<file path="config.mk">
export PLATFORM = sky130hd
export DESIGN_NAME = instr_sequencer
export DESIGN_NICKNAME = d
export VERILOG_FILES = /design/src/rtl/seq_pkg.sv /design/src/rtl/seq_phase_ring.sv /design/src/rtl/instr_sequencer.sv
export SDC_FILE = /design/constraint.sdc
export NUM_CORES = 1
export LEC_CHECK = 0
export CORE_MARGIN = 2
export CORE_UTILIZATION = 44
export CTS_BUF_LIST = sky130_fd_sc_hd__clkbuf_4
export CTS_CLUSTER_DIAMETER = 150
export CTS_CLUSTER_SIZE = 14
export DETAILED_ROUTE_END_ITERATION = 10
export GPL_ROUTABILITY_DRIVEN = 0
export PLACE_DENSITY = 0.92
export SLEW_MARGIN = 20
export SYNTH_ARGS = -nofsm -noshare
export SYNTH_HDL_FRONTEND = slang
export SYNTH_HIERARCHICAL = 1
export SYNTH_SLANG_ARGS = --single-unit
</file>
<file path="constraint.sdc">
create_clock -name clk -period 2.2 [get_ports clk]
set_clock_uncertainty 0.2 [all_clocks]
set_input_delay 0.44 -clock clk [delete_from_list [all_inputs] [get_ports clk]]
set_output_delay 0.44 -clock clk [all_outputs]
set_load 0.05 [all_outputs]
</file>
<file path="src/rtl/seq_pkg.sv">
// Shared types and default widths for the instruction sequencer.
package seq_pkg;

  localparam int DEF_INSTR_W = 16;
  localparam int DEF_OPC_W = 5;
  localparam logic [DEF_OPC_W-1:0] DEF_HALT_OPC = 5'h1F;

  typedef enum logic [2:0] {
    S_IDLE  = 3'd0,
    S_FETCH = 3'd1,
    S_PH1   = 3'd2,
    S_PH2   = 3'd3,
    S_PH3   = 3'd4,
    S_PH4   = 3'd5,
    S_HALT  = 3'd6
  } seq_state_t;

endpackage

</file>
<file path="src/rtl/seq_phase_ring.sv">
// One-hot phase strobe register: loads T1, shifts once per unstalled phase,
// and is gated to zero combinationally while stalled.
module seq_phase_ring (
  input  logic       clk,
  input  logic       rst_n,
  input  logic       i_clr,
  input  logic       i_start,
  input  logic       i_adv,
  input  logic       i_stall,
  output logic [3:0] o_t
);

  logic [3:0] r_ring;

  // Shifting out of bit 3 leaves the ring empty for the following fetch/halt.
  always_ff @(posedge clk or negedge rst_n) begin
    if (!rst_n) begin
      r_ring <= 4'b0000;
    end else if (i_clr) begin
      r_ring <= 4'b0000;
    end else if (i_start) begin
      r_ring <= 4'b0001;
    end else if (i_adv && !i_stall) begin
      r_ring <= {r_ring[2:0], 1'b0};
    end
  end

  assign o_t = i_stall ? 4'b0000 : r_ring;

endmodule

</file>
<file path="src/rtl/instr_sequencer.sv">
// Fetch/phase sequencer feeding the control decoder: IR, T1..T4, Zflag/Cflag.
// Optional retired-instruction counter enabled with SEQ_INSTR_COUNT_EN.
module instr_sequencer
  import seq_pkg::*;
#(
  parameter int                INSTR_W  = DEF_INSTR_W,
  parameter int                OPC_W    = DEF_OPC_W,
  parameter logic [OPC_W-1:0]  HALT_OPC = DEF_HALT_OPC
) (
  input  logic                     clk,
  input  logic                     Reset,
  input  logic                     Run,
  output logic                     FetchReq,
  input  logic [INSTR_W-1:0]       InstrIn,
  input  logic                     InstrValid,
  input  logic                     Stall,
  input  logic                     ZflagIn,
  input  logic                     CflagIn,
  input  logic                     ZflagSave,
  input  logic                     CflagSave,
  output logic                     T1,
  output logic                     T2,
  output logic                     T3,
  output logic                     T4,
  output logic [OPC_W-1:0]         Opcode,
  output logic [INSTR_W-OPC_W-1:0] Operand,
  output logic                     Zflag,
  output logic                     Cflag,
  output logic                     Halted,
`ifdef SEQ_INSTR_COUNT_EN
  output logic [15:0]              InstrCount,
`endif
  output seq_state_t               o_dbg_state
);

  seq_state_t         r_state;
  logic [INSTR_W-1:0] r_ir;
  logic               r_fetch_req;
  logic               r_halted;
  logic               r_zflag;
  logic               r_cflag;

  logic       w_in_phase;
  logic       w_fetch_done;
  logic       w_ph_adv;
  logic       w_ring_clr;
  logic [3:0] w_t;

  assign w_in_phase   = (r_state == S_PH1) || (r_state == S_PH2) ||
                        (r_state == S_PH3) || (r_state == S_PH4);
  // Fetch handshake: a word transfers on any edge where FetchReq (the FETCH
  // state) and InstrValid are both high; there is no backpressure on the memory.
  assign w_fetch_done = (r_state == S_FETCH) && InstrValid;
  assign w_ph_adv     = w_in_phase && !Stall;
  assign w_ring_clr   = (r_state == S_IDLE) || (r_state == S_HALT);

  always_ff @(posedge clk or negedge Reset) begin
    if (!Reset) begin
      r_state     <= S_IDLE;
      r_ir        <= '0;
      r_fetch_req <= 1'b0;
      r_halted    <= 1'b0;
    end else begin
      case (r_state)
        S_IDLE: begin
          if (Run) begin
            r_state     <= S_FETCH;
            r_fetch_req <= 1'b1;
          end
        end
        S_FETCH: begin
          if (InstrValid) begin
            r_ir        <= InstrIn;
            r_state     <= S_PH1;
            r_fetch_req <= 1'b0;
          end
        end
        S_PH1: if (!Stall) r_state <= S_PH2;
        S_PH2: if (!Stall) r_state <= S_PH3;
        S_PH3: if (!Stall) r_state <= S_PH4;
        S_PH4: begin
          if (!Stall) begin
            if (r_ir[INSTR_W-1 -: OPC_W] == HALT_OPC) begin
              r_state  <= S_HALT;
              r_halted <= 1'b1;
            end else begin
              r_state     <= S_FETCH;
              r_fetch_req <= 1'b1;
            end
          end
        end
        S_HALT:  r_state <= S_HALT;
        default: r_state <= S_IDLE;
      endcase
    end
  end

  always_ff @(posedge clk or negedge Reset) begin
    if (!Reset) begin
      r_zflag <= 1'b0;
      r_cflag <= 1'b0;
    end else if (w_ph_adv) begin
      if (ZflagSave) r_zflag <= ZflagIn;
      if (CflagSave) r_cflag <= CflagIn;
    end
  end

`ifdef SEQ_INSTR_COUNT_EN
  logic [15:0] r_instr_count;

  always_ff @(posedge clk or negedge Reset) begin
    if (!Reset) begin
      r_instr_count <= 16'h0000;
    end else if ((r_state == S_PH4) && !Stall) begin
      r_instr_count <= r_instr_count + 16'h0001;
    end
  end

  assign InstrCount = r_instr_count;
`endif

  seq_phase_ring u_ring (
    .clk     (clk),
    .rst_n   (Reset),
    .i_clr   (w_ring_clr),
    .i_start (w_fetch_done),
    .i_adv   (w_in_phase),
    .i_stall (Stall),
    .o_t     (w_t)
  );

  assign T1          = w_t[0];
  assign T2          = w_t[1];
  assign T3          = w_t[2];
  assign T4          = w_t[3];
  assign FetchReq    = r_fetch_req;
  assign Halted      = r_halted;
  assign Zflag       = r_zflag;
  assign Cflag       = r_cflag;
  assign Opcode      = r_ir[INSTR_W-1 -: OPC_W];
  assign Operand     = r_ir[INSTR_W-OPC_W-1:0];
  assign o_dbg_state = r_state;

endmodule

</file>
==> results.md, run 1 <==
* Horizontal die dimension at 57.7 um
* Clock Tree Buf Depth at 2
* Worst path max stage delay at around 0.81 ns
* Post-CTS setup buffer count at 0
* Worst skew pair latency at 0.31 ns
* Register area share after synthesis at a little over half
* Drt wl/cell at 14.9 um
* Commonest non-fill, non-tap cell in the layout: clkdlybuf4s50_1
* Worst Path Required at 1.56 ns
* P_leak at 0.000911 uW
* H-tree depth at 1
* IO Pins at 52
* Core box area at 2760 um^2
* Setup-failing EPs final at 0
* Number of synthesized flops with an enable pin at 0
* Synth warn at 6
* Distinct cells, synth at 31
* Nets at ~180
* # DRC at 0
* Critical path type: register to output pin
* Vias in the first global route at 1,066
* Syn avg cell area at 13.5 um^2
* Final antenna-violating net count at 0
* CTS tree: yes
* TritonRoute pass-1 iters at 4
* Peak supply drop at around 0.0012 V
* Die Footprint at approximately 3300 um^2
* Final HPWL DP at 2100 um
* Initial antenna violation count at 0
* Hold WC Path Type: register to register
* Final worst path period need at 2.15 ns
* Die Ht at 57.7 um
* FF+latch count, synth at 27
* Row Count at 19
* Highest achievable clock rate at 465 MHz
* Largest cells by area after synthesis: dfrtp_1 53%, mux2_4 9.5%, mux2_2 8.9%
* Largest net degree at the start of global routing at 28
* Crit path buffers/inverters at 1
* Fill cells at between 150 and 200
* Antenna cell count at 0
* Setup TNS at 0 ns
* Hold Violations, Final at 0
* GRT Util Overall at 18.3%
* Cell taking the most area after synthesis: dfrtp_1
* Initial core utilization at 46.0%
* Via-to-Cell Ratio at 5.16
* Top cell type's share of synthesized area at a little over half
* Share of post-route cells with drive strength above 1 at 26.8%
* Worst path top cell family by delay: buffers and inverters
* Slew Limit Headroom at 64.1%
* Worst-path clk slew at 0.13 ns
* Crit path cell chain: clkdlybuf4s50_1
* Total CTS buffers at 3
* Hold buffers post-CTS at 0
* Mapped Area at 1270 um^2
* Max-Cap Viols at 0
* Syn_nets at 119
* Slew Limit Fails at 0
* Asr flop ratio synth at 100%
* Setup crit start kind: register
* Crit share post-route at a little over nine tenths
* Clock Sinks at 27
* Syn-to-layout area delta at 49.0%
* Least-Margin Pin Slew at 0.540 ns
* Status: completed
* Routed WL at 2670 um
* Crit-path slowest cell: clkdlybuf4s50_1
* Setup crit end kind: output pin
* Synth Flop Type: dfrtp_1
* RSZ-0062 raised after global routing: false
* Via count at 929
* Input/output buffers at just over 50
* Commonest cells after routing, fill and taps aside: 35 x clkdlybuf4s50_1, 27 x dfrtp_1, 10 x mux2_2
* First-pass GRT wire length at around 4700 um
* Worst hold slack at 0.290 ns
* DRT iter0 DRCs at 9
* Post-Syn Instances at 94
* Grt ovf at 0
* PwrDens at 1610 nW/um^2
* Critical-path maximum fanout at 3
* Crit path DAT at 1.51 ns
* Root buffer cell: clkbuf_4
## registers in the layout, indices dropped and copies added (netlist names)
register,cells
r_ir,16
u_ring/r_ring,4
o_dbg_state,3
Cflag,1
FetchReq,1
Halted,1
Zflag,1
## routing by layer
| layer | wire, um | up-vias | track usage, % |
|---|---|---|---|
| li1 | - | 444 | - |
| met1 | 1030 | 442 | 20.5 |
| met2 | 1360 | 41 | 33.6 |
| met3 | 264 | 2 | 6.03 |
| met4 | 18 | 0 | 3.99 |
| met5 | 0 | - | 0 |
## path summary, 6_finish.rpt
check	from	end	slack, ns	depth (start not counted)
worst max-delay path	r_ir[14]$_DFFE_PN0P_	Opcode[3]	0.05	1
worst min-delay path	Halted$_DFFE_PN0P_	Halted$_DFFE_PN0P_	0.29	1
worst max register to register	o_dbg_state[2]$_DFFE_PN0P_	r_ir[2]$_DFFE_PN0P_	0.47	3
worst min register to register	Halted$_DFFE_PN0P_	Halted$_DFFE_PN0P_	0.29	1
max in group asynchronous	Reset	r_ir[1]$_DFFE_PN0P_	1.25	2
min in group asynchronous	Reset	r_ir[9]$_DFFE_PN0P_	0.30	2
## cells by family (layout without fill, tap and decap cells)
group / Yosys count / after routing / share of synthesized area [%]
flops: 27 / 27 / 53.3
simple gates: 27 / 27 / 14.5
mux: 21 / 21 / 20.7
compound gates: 10 / 10 / 5.53
buf+inv: 8 / 63 / 5.23
xor+xnor: 1 / 1 / 0.691
## area by class of cell
cell class / count / area, um^2 / share of cell area, %
Timing Repair Buffer: 56 / 607 / 32.1
Sequential cell: 27 / 676 / 35.8
Tap cell: 31 / 38.8 / 2.05
Clock buffer: 4 / 30.0 / 1.59
Inverter: 3 / 11.3 / 0.596
Multi-Input combinational cell: 59 / 526 / 27.8
## metrics by stage
stage               setup WS (ns)  total power [uW]  instance area, um^2  std cells  util [%]
detailed placement          0.151              2850                 1840        176      66.8
global placement            0.185              2780                 1840        176      66.8
floorplan                   0.199              2230                 1270         94         -
global route              0.00120              3180                 1890        180      68.5
finish                     0.0483              3040                 1890        180      68.5
CTS                      0.000108              3070                 1870        180      67.8
## cell usage after synthesis (2+ instances only)
| cell | n |
|---|---|
| mux2i_1 | 3 |
| nand2b_1 | 2 |
| inv_1 | 3 |
| buf_6 | 2 |
| o21ai_0 | 2 |
| dfrtp_1 | 27 |
| nor2b_1 | 2 |
| a21oi_1 | 2 |
| mux2_4 | 8 |
| mux2_2 | 10 |
| nand2_1 | 2 |
| nor2_1 | 3 |
| nor3_1 | 4 |
| and2b_2 | 4 |
| a221o_1 | 2 |
| and4_1 | 2 |
| nand3_1 | 2 |
## where the power goes
part / switching [uW] / total [uW] / internal, uW / leakage, uW
registers: 202 / 923 / 721 / 0.000328
logic: 1120 / 1890 / 770 / 0.000564
clock network: 136 / 219 / 83.1 / 0.0000184
total: 1460 / 3040 / 1570 / 0.000911
## what timing repair did
action | CTS | global route
gates resized for setup | 1 | 7
endpoints found under the hold margin | 0 | 0
endpoints found under the setup margin | 1 | 7
No activity file was read; power rests on OpenSTA's default activity.
==> run 2: changes to the inputs <==
--- a/config.mk
+++ b/config.mk
@@ -5,6 +5,7 @@
 export SDC_FILE = /design/constraint.sdc
 export NUM_CORES = 1
 export LEC_CHECK = 0
+export CAP_MARGIN = 20
 export CORE_MARGIN = 2
 export CORE_UTILIZATION = 44
 export CTS_BUF_LIST = sky130_fd_sc_hd__clkbuf_4
==> results of run 2 <==
The final DEF is identical to that of run 1; final timing and power are the same.
==> run 3: changes to the inputs <==
--- a/config.mk
+++ b/config.mk
@@ -5,9 +5,10 @@
 export SDC_FILE = /design/constraint.sdc
 export NUM_CORES = 1
 export LEC_CHECK = 0
+export ABC_AREA = 1
 export CAP_MARGIN = 20
 export CORE_MARGIN = 2
-export CORE_UTILIZATION = 44
+export CORE_UTILIZATION = 45
 export CTS_BUF_LIST = sky130_fd_sc_hd__clkbuf_4
 export CTS_CLUSTER_DIAMETER = 150
 export CTS_CLUSTER_SIZE = 14
==> run 3 against run 2 <==
The flow now finishes with violations (DRC). Register-to-register slack about the same. Setup slack improved by 0.013 ns. Combinational power about the same. Count of clock-buffer cells in the layout unchanged. Sequential power decreased by 4.6%. Critical endpoint is now Operand[0].
==> results.md, run 3 <==
* Final HPWL DP at 2240 um (was 2100 um)
* Worst path max stage delay at 0.80 ns (was 0.81 ns)
* Largest Register: r_ir (unchanged)
* Drt wl/cell at 11.6 um (was 14.9 um)
* Horizontal die dimension at 58.8 um (was 57.7 um)
* Slew Limit Fails at 0 (unchanged)
* TritonRoute pass-1 iters at 7 (was 4)
* Setup TNS at 0 ns (unchanged)
* Failing checks: DRC
* Worst path top cell family by delay: buffers and inverters (unchanged)
* Total CTS buffers at 3 (unchanged)
* Commonest cells after routing, fill and taps aside: 78 x nand2_1, 35 x clkdlybuf4s50_1, 27 x dfrtp_1 (was 35 x clkdlybuf4s50_1, 27 x dfrtp_1, 10 x mux2_2)
* Die Footprint at 3450 um^2 (was 3330 um^2)
* Post-synth top cells: 78 x nand2_1, 27 x dfrtp_1, 13 x inv_1, 13 x nand3_1, 11 x nor2_1 (was 27 x dfrtp_1, 10 x mux2_2, 8 x mux2_4, 4 x and2b_2, 4 x nor3_1)
* Crit share post-route at 97.2% (was 97.8%)
* Cell depth of the worst setup path at 1 (unchanged)
* IO Pins at 52 (unchanged)
* Distinct cells, synth at 21 (was 31)
* Max reg flops at 16 (unchanged)
* Syn_nets at 196 (was 119)
* Register area share after synthesis at 50.0% (was 53.3%)
* Synth Flop Type: dfrtp_1 (unchanged)
* Crit-path slowest cell: clkdlybuf4s50_1 (unchanged)
* Highest achievable clock rate at 468 MHz (was 465 MHz)
* Syn avg cell area at 7.90 um^2 (was 13.5 um^2)
* Mapped Area at 1350 um^2 (was 1270 um^2)
* Setup crit start kind: register (unchanged)
* Clock Tree Buf Depth at 2 (unchanged)
* Critical path type: register to output pin (unchanged)
* Row Count at 19 (unchanged)
* Nets at 252 (was 175)
* Worst-path clk slew at 0.14 ns (was 0.13 ns)
* Final worst path period need at 2.14 ns (was 2.15 ns)
* Routed WL at 2990 um (was 2670 um)
* Crit path buffers/inverters at 1 (unchanged)
* Via count at 1,251 (was 929)
* Slew Limit Headroom at 65.6% (was 64.1%)
* Clock Sinks at 27 (unchanged)
* Critical-path maximum fanout at 2 (was 3)
* Synth warn at 6 (unchanged)
* Via-to-Cell Ratio at 4.87 (was 5.16)
* Initial antenna violation count at 0 (unchanged)
* First-pass GRT wire length at 5140 um (was 4710 um)
* Asr flop ratio synth at 100% (unchanged)
* Setup crit end kind: output pin (unchanged)
* Grt ovf at 0 (unchanged)
* CTS tree: yes (unchanged)
* Pre-CTS setup slack at 0.197 ns (was 0.151 ns)
* Top cell type's share of synthesized area at 50.0% (was 53.3%)
* Initial core utilization at 48.1% (was 46.0%)
* GRT Util Overall at 18.9% (was 18.3%)
* Cell taking the most area after synthesis: dfrtp_1 (unchanged)
* Peak supply drop at 0.000867 V (was 0.00121 V)
* Crit path cell chain: clkdlybuf4s50_1 (unchanged)
* Cell count of the worst reg-to-reg path at 8 (was 3)
* Final antenna-violating net count at 0 (unchanged)
* Input/output buffers at 51 (unchanged)
* Share of post-route cells with drive strength above 1 at 15.0% (was 26.8%)
* Root buffer cell: clkbuf_4 (unchanged)
* Antenna cell count at 0 (unchanged)
* Commonest non-fill, non-tap cell in the layout: nand2_1 (was clkdlybuf4s50_1)
* Vias in the first global route at 1,249 (was 1,066)
* Post-CTS setup buffer count at 0 (unchanged)
* Setup-failing EPs final at 0 (unchanged)
* Status: finished, violations left (was completed)
* H-tree depth at 1 (unchanged)
* RSZ-0062 raised after global routing: false (unchanged)
* Least-Margin Pin Slew at 0.515 ns (was 0.540 ns)
* Hold Violations, Final at 0 (unchanged)
* Hold WC Path Type: input port to asynchronous set/reset pin (was register to register)
* Die Ht at 58.8 um (was 57.7 um)
* Most frequent cell after synthesis: nand2_1 (was dfrtp_1)
* Largest cells by area after synthesis: dfrtp_1 50%, nand2_1 22%, nand3_1 4.8% (was dfrtp_1 53%, mux2_4 9.5%, mux2_2 8.9%)
* Max-Cap Viols at 0 (unchanged)
* Core box area at 2810 um^2 (was 2760 um^2)
* Number of synthesized flops with an enable pin at 0 (unchanged)
* Worst Setup Slack, final at 0.0611 ns (was 0.0483 ns)
* PwrDens at 1520 nW/um^2 (was 1610 nW/um^2)
* Largest net degree at the start of global routing at 28 (unchanged)
* P_leak at 0.00110 uW (was 0.000911 uW)
* DRT iter0 DRCs at 80 (was 9)
* Post-Syn Instances at 171 (was 94)
* Crit path DAT at 1.50 ns (was 1.51 ns)
* FF+latch count, synth at 27 (unchanged)
* Syn-to-layout area delta at 45.7% (was 49.0%)
* Worst Path Required at 1.56 ns (about the same)
* # DRC at 4 (was 0)
* Worst skew pair latency at 0.31 ns (about the same)
## run 3: area by class of cell
class,instances,area (um^2)
clock buffers,4,30.0
fillers,228,838
inverters,17,68.8
multi-input cells,124,576
flip-flops and latches,27,676
well taps,31,38.8
repair buffers,54,578
## run 3: worst paths after layout
check / from / endpoint / slack, ns
max: r_ir[0]$_DFFE_PN0P_ / Operand[0] / 0.06
min: Reset / o_dbg_state[0]$_DFFE_PN0P_ / 0.28
max reg2reg: o_dbg_state[1]$_DFFE_PN0P_ / u_ring/r_ring[1]$_DFFE_PN0P_ / 0.46
min reg2reg: Zflag$_DFFE_PN0P_ / Zflag$_DFFE_PN0P_ / 0.29
max in group asynchronous: Reset / u_ring/r_ring[2]$_DFFE_PN0P_ / 1.27
min in group clk: Zflag$_DFFE_PN0P_ / Zflag$_DFFE_PN0P_ / 0.29
## run 3: cells by family (layout without fill, tap and decap cells)
| group | after synthesis | count (layout) | share of synthesized area [%] |
|---|---|---|---|
| AOI/OAI and AO/OA | 5 | 5 | 2.32 |
| DFF | 27 | 27 | 50.0 |
| buffers and inverters | 20 | 75 | 7.32 |
| and+or+nand+nor | 119 | 119 | 40.3 |
## run 3: where the power goes
part           internal [uW]  leakage (uW)  switching, uW
Combinational            614      0.000739           1280
Clock                   83.1     0.0000184            140
Sequential               700      0.000341            181
## run 3: repair_timing
item,CTS,global route
gates resized for setup,0,7
setup endpoints to repair,0,7
hold buffers,0,0
## run 3: per-layer routing
layer | part of all wire [%] | vias to the layer above | global-route usage (%)
met1 | 43 | 580 | 24.3
li1 | - | 636 | -
met3 | 7.0 | 0 | 3.74
met2 | 50 | 35 | 33.0
met5 | 0 | - | 0
met4 | 0 | 0 | 3.90
## run 3: through the flow
step           util (%)  power, uW  std cells  instance area, um^2  hold slack [ns]
4_1_cts            69.5       3030        257                 1950            0.288
2_1_floorplan         -       2230        171                 1350          -0.0556
3_3_place_gp       68.4       2750        253                 1920            0.256
3_5_place_dp       68.4       2790        253                 1920            0.258
5_1_grt            70.1       3210        257                 1970            0.312
6_report           70.1       2990        257                 1970            0.275
